===== src/rtl/retire_stage.sv =====
`default_nettype none
// ============================================================================
// Module   : retire_stage
// Brief    : In-order commit stage behind the ROB. Decides combinationally how
//            many of the N oldest entries retire, then registers arch-map
//            commits and free-list returns. Handles mispredict flush and halt.
//            Optional macro RETIRE_COUNTER_EN builds the 64-bit retire counter.
// Revision : 1.0 - initial release
// ============================================================================
module retire_stage #(
   parameter int N           = 3,
   parameter int ARCH_BITS   = 5,
   parameter int PRN_BITS    = 6,
   parameter int SCALAR_BITS = $clog2(N + 1)
) (
   input  logic                   clock,
   input  logic                   reset,
   input  logic [SCALAR_BITS-1:0] rob_outputs_valid,
   input  logic [N-1:0]           rob_complete,
   input  logic [N*ARCH_BITS-1:0] rob_dest_arch,
   input  logic [N*PRN_BITS-1:0]  rob_t,
   input  logic [N*PRN_BITS-1:0]  rob_told,
   input  logic [N-1:0]           rob_mispredict,
   input  logic [N-1:0]           rob_halt,
   output logic [SCALAR_BITS-1:0] num_retiring,
   output logic [N-1:0]           commit_valid,
   output logic [N*ARCH_BITS-1:0] commit_arch,
   output logic [N*PRN_BITS-1:0]  commit_phys,
   output logic [N-1:0]           free_valid,
   output logic [N*PRN_BITS-1:0]  free_phys,
   output logic                   flush,
   output logic                   halted,
   output logic [63:0]            retired_count
);

   typedef enum logic [1:0] {
      ST_RUN    = 2'd0,
      ST_FLUSH  = 2'd1,
      ST_HALTED = 2'd2
   } state_t;

   state_t                   r_state;
   state_t                   w_next_state;
   logic [N-1:0]             w_retire;
   logic [N-1:0]             w_has_dest;
   logic [SCALAR_BITS-1:0]   w_count;
   logic [SCALAR_BITS-1:0]   w_limit;
   logic                     w_stop;

   logic [N-1:0]             r_commit_valid;
   logic [N*ARCH_BITS-1:0]   r_commit_arch;
   logic [N*PRN_BITS-1:0]    r_commit_phys;
   logic [N-1:0]             r_free_valid;
   logic [N*PRN_BITS-1:0]    r_free_phys;

   // Retire scan: contiguous from slot 0, stops at the first non-eligible
   // slot or just after a retiring halt/mispredict. Halt wins over mispredict.
   always_comb begin
      w_limit      = (rob_outputs_valid > SCALAR_BITS'(N)) ? SCALAR_BITS'(N) : rob_outputs_valid;
      w_retire     = '0;
      w_count      = '0;
      w_next_state = r_state;
      w_stop       = !reset || (r_state != ST_RUN);
      for (int i = 0; i < N; i++) begin
         if (!w_stop && (SCALAR_BITS'(i) < w_limit) && rob_complete[i]) begin
            w_retire[i] = 1'b1;
            w_count     = w_count + SCALAR_BITS'(1);
            if (rob_halt[i]) begin
               w_next_state = ST_HALTED;
               w_stop       = 1'b1;
            end else if (rob_mispredict[i]) begin
               w_next_state = ST_FLUSH;
               w_stop       = 1'b1;
            end
         end else begin
            w_stop = 1'b1;
         end
      end
      if (r_state == ST_FLUSH) begin
         w_next_state = ST_RUN;
      end
   end

   always_comb begin
      w_has_dest = '0;
      for (int i = 0; i < N; i++) begin
         w_has_dest[i] = (rob_dest_arch[i*ARCH_BITS +: ARCH_BITS] != '0);
      end
   end

   always_ff @(posedge clock or negedge reset) begin
      if (!reset) begin
         r_state        <= ST_RUN;
         r_commit_valid <= '0;
         r_commit_arch  <= '0;
         r_commit_phys  <= '0;
         r_free_valid   <= '0;
         r_free_phys    <= '0;
      end else begin
         r_state        <= w_next_state;
         r_commit_valid <= w_retire & w_has_dest;
         r_free_valid   <= w_retire & w_has_dest;
         // Data lanes are only meaningful where the matching enable is set.
         r_commit_arch  <= rob_dest_arch;
         r_commit_phys  <= rob_t;
         r_free_phys    <= rob_told;
      end
   end

`ifdef RETIRE_COUNTER_EN
   logic [63:0] r_retired_count;

   always_ff @(posedge clock or negedge reset) begin
      if (!reset) begin
         r_retired_count <= 64'd0;
      end else begin
         r_retired_count <= r_retired_count + 64'(w_count);
      end
   end

   assign retired_count = r_retired_count;
`else
   assign retired_count = 64'd0;
`endif

   assign num_retiring = w_count;
   assign commit_valid = r_commit_valid;
   assign commit_arch  = r_commit_arch;
   assign commit_phys  = r_commit_phys;
   assign free_valid   = r_free_valid;
   assign free_phys    = r_free_phys;
   assign flush        = (r_state == ST_FLUSH);
   assign halted       = (r_state == ST_HALTED);

endmodule
`default_nettype wire


===== config.mk =====
export PLATFORM = sky130hd
export DESIGN_NAME = retire_stage
export DESIGN_NICKNAME = d
export VERILOG_FILES = /design/src/rtl/retire_stage.sv
export SDC_FILE = /design/constraint.sdc
export NUM_CORES = 1
export LEC_CHECK = 0
export ABC_AREA = 1
export BUFFER_PORTS_ARGS = -buffer_cell sky130_fd_sc_hd__buf_2
export CAP_MARGIN = 20
export CORE_ASPECT_RATIO = 0.7
export CORE_UTILIZATION = 30
export DETAILED_ROUTE_END_ITERATION = 12
export PLACE_DENSITY = 0.77
export SLEW_MARGIN = 10
export SYNTH_ARGS = -nofsm -noshare
export SYNTH_HDL_FRONTEND = slang
export SYNTH_SLANG_ARGS = --single-unit

===== constraint.sdc =====
create_clock -name clock -period 3 [get_ports clock]
set_input_delay 0.9 -clock clock [delete_from_list [all_inputs] [get_ports clock]]
set_output_delay 0.9 -clock clock [all_outputs]
set_load 0.01 [all_outputs]

==> flow_metrics.tcl <==
set metrics [dict create \
    switching_power_uw 408 \
    cts_tree "done" \
    fin_util_pct 40.8 \
    max_cap_viol_count 0 \
    start_util_pct 31.7 \
    drtAntennaViolNets 0 \
    ys_ff_latch 56 \
    seq_area_frac_synth_pct 63.9 \
    synth_top_area_share_pct 63.9 \
    synthXorXnorAreaFrac_pct 0.399 \
    port_buffers 124 \
    synthAdderAreaFrac_pct 1.14 \
    clock_sinks 56 \
    grt_pass1_vias 1259 \
    final-setup-viol-count 0 \
    final_max_slew_viol_count 0 \
    yosys_warnings 0 \
    max_freq_mhz 345 \
    dp_hpwl_microns 3740 \
    slew_headroom_pct 54.3 \
    p_comb_share_pct 14.5 \
    critPathKind "primary input to output pin" \
    fp.dieH_microns 73.6 \
    placementRows 25 \
    clkPwrFrac_pct 35.0 \
    die_area_sq_um 7670 \
    postCtsHoldBufs 0 \
    finalHoldViolations 0 \
    drive_above_1_share_pct 48.0 \
    irDropWorstVdd_v 0.000209 \
    synth-simple-area-share_pct 7.47 \
    synth_area_per_cell_sq_um 12.8 \
    clk_pin_slew_ps 100 \
    grt_pass1_wl_microns 6490 \
    fin_crit_ps 2900 \
    p_int_uw 1230 \
    io_pins 189 \
    rsz0062_at_grt "false" \
    startpoint_type "primary input" \
    endpoint_kind "output pin" \
    path_max_fanout 5 \
    antenna_found_initial 0 \
    drtIter0Drc 81 \
    syn_to_final_growth_pct 28.4 \
    vias 1411 \
    worstHoldPathType "flop to flop" \
    insertion_delay_ps 300 \
    die_w_microns 104 \
    num-nets-final 367 \
    grt-ovfl-total 0 \
    fin_area_sq_um 2820 \
    status "completed" \
    cts_made_buffers 5 \
    fin_ws_ps 104 \
    synth_cells 172 \
    synth_top_family_by_area "buffers and inverters" \
    gp_routability_congestion 0.831 \
    clk_root_buffer_cell "clkbuf_8" \
    final_common_cell "buf_2" \
    ctsLongestPathBuffers 2 \
    grt_max_degree 57 \
    post_drt_wl_per_cell_microns 11.4 \
    cts_resized 0 \
    synth_area_leader_cell "dfrtp_1" \
    worst_slew_pin_slew_ps 685 \
    synth_area_sq_um 2190 \
    power_density_nw_per_um2 580 \
    wirelength_microns 4510 \
    synthTopCellsByArea "dfrtp_1, buf_4, inv_1, nand2_1, nor2_1" \
    switching_share_pct 24.9 \
    placed_cell_area_sq_um 2680 \
    post-cts-setup-buffer-count 0 \
    power_frac_seq_pct 50.5 \
    worstPathArrival_ps 2000 \
    drt-vias-per-instance 3.56 \
    drt-pass1-iter-count 4 \
    fin_crit_sh_pct 96.5 \
    yosys-mux-area-fraction_pct 0 \
    coreArea_sq_um 6910 \
    layout_common_cells "buf_2, conb_1, dfrtp_1, inv_1, nand2_1" \
    synth_cell_type_count 24 \
    drc 0 \
    pre_cts_ws_ps 78.9 \
    clock_skew_ps 0.650 \
    grt_use_total_pct 11.8 \
    h-tree-depth 2 \
    diodes 0 \
    p_leak_uw 0.00163 \
    synth_compound_area_share_pct 2.51 \
    cp.required_ps 2100 \
    setup_tns_ps 0 \
]
==> stage by stage <==
stage | std cells | power [uW] | hold WS, ps
CTS | 396 | 1660 | 564
detailed placement | 388 | 1080 | 542
global route | 396 | 1730 | 613
global placement | 388 | 1070 | 557
finish | 396 | 1630 | 567
floorplan | 235 | 1020 | 501
==> critical path, cell delays in order <==
cell	delay [ps]
buf_2	90
inv_1	70
nand2_1	100
nand3_4	120
inv_1	80
ha_1	310
xnor2_1	160
buf_2	150
==> path summary, 6_finish.rpt <==
kind,cells after the start,start,end,slack [ps]
worst max-delay path,8,rob_outputs_valid[0],num_retiring[0],100
worst max register to register,7,r_state[0],r_state[0],1660
max in group asynchronous,2,reset,commit_arch[8],1750
min in group asynchronous,2,reset,free_phys[5],810
worst min-delay path,2,r_state[1],r_state[1],570
worst min register to register,2,r_state[1],r_state[1],570
==> logic make-up after synthesis <==
| kind of cell | Yosys count |
|---|---|
| AO/OA/AOI/OAI | 9 |
| XOR/XNOR | 1 |
| adder cells (fa/ha/maj) | 2 |
| buffers and inverters | 76 |
| flip-flops | 56 |
| other | 1 |
| AND/OR/NAND/NOR | 27 |
==> cells in the mapped netlist, drive strengths merged <==
library cell	count
conb	1
o211ai	1
ha	2
xnor2	1
nand2	10
inv	9
o21ai	3
a21oi	5
nand3	3
dfrtp	56
nor2	10
nor3	4
buf	67
==> power groups by stage <==
stage / sequential, uW / combinational [uW] / clock (uW)
finish: 825 / 237 / 573
floorplan: 858 / 162 / 0
global route: 830 / 264 / 632
detailed placement: 840 / 240 / 0
global placement: 838 / 236 / 0
CTS: 825 / 240 / 592
==> flip-flops by register name, indices dropped and copies added (netlist names) <==
register,count
free_valid,3
commit_arch,15
commit_phys,18
free_phys,18
r_state,2
==> metal layers <==
layer  track usage, %  part of all wire, %  up-vias
li1                 -                    -      653
met1             12.1                   36      656
met2             21.9                   54       96
met3             3.90                  7.9        6
met4             6.35                  2.3        0
met5                0                    0        -
==> cell type report <==
class | instances | area [sq um]
inverter | 9 | 33.8
sequential | 56 | 1400
tap | 94 | 118
timing repair buffer | 126 | 636
clock inverter | 3 | 68.8
clock buffer | 5 | 68.8
multi-input combinational | 103 | 493
fill | 667 | 4090
(Power assumes the default switching activity.)
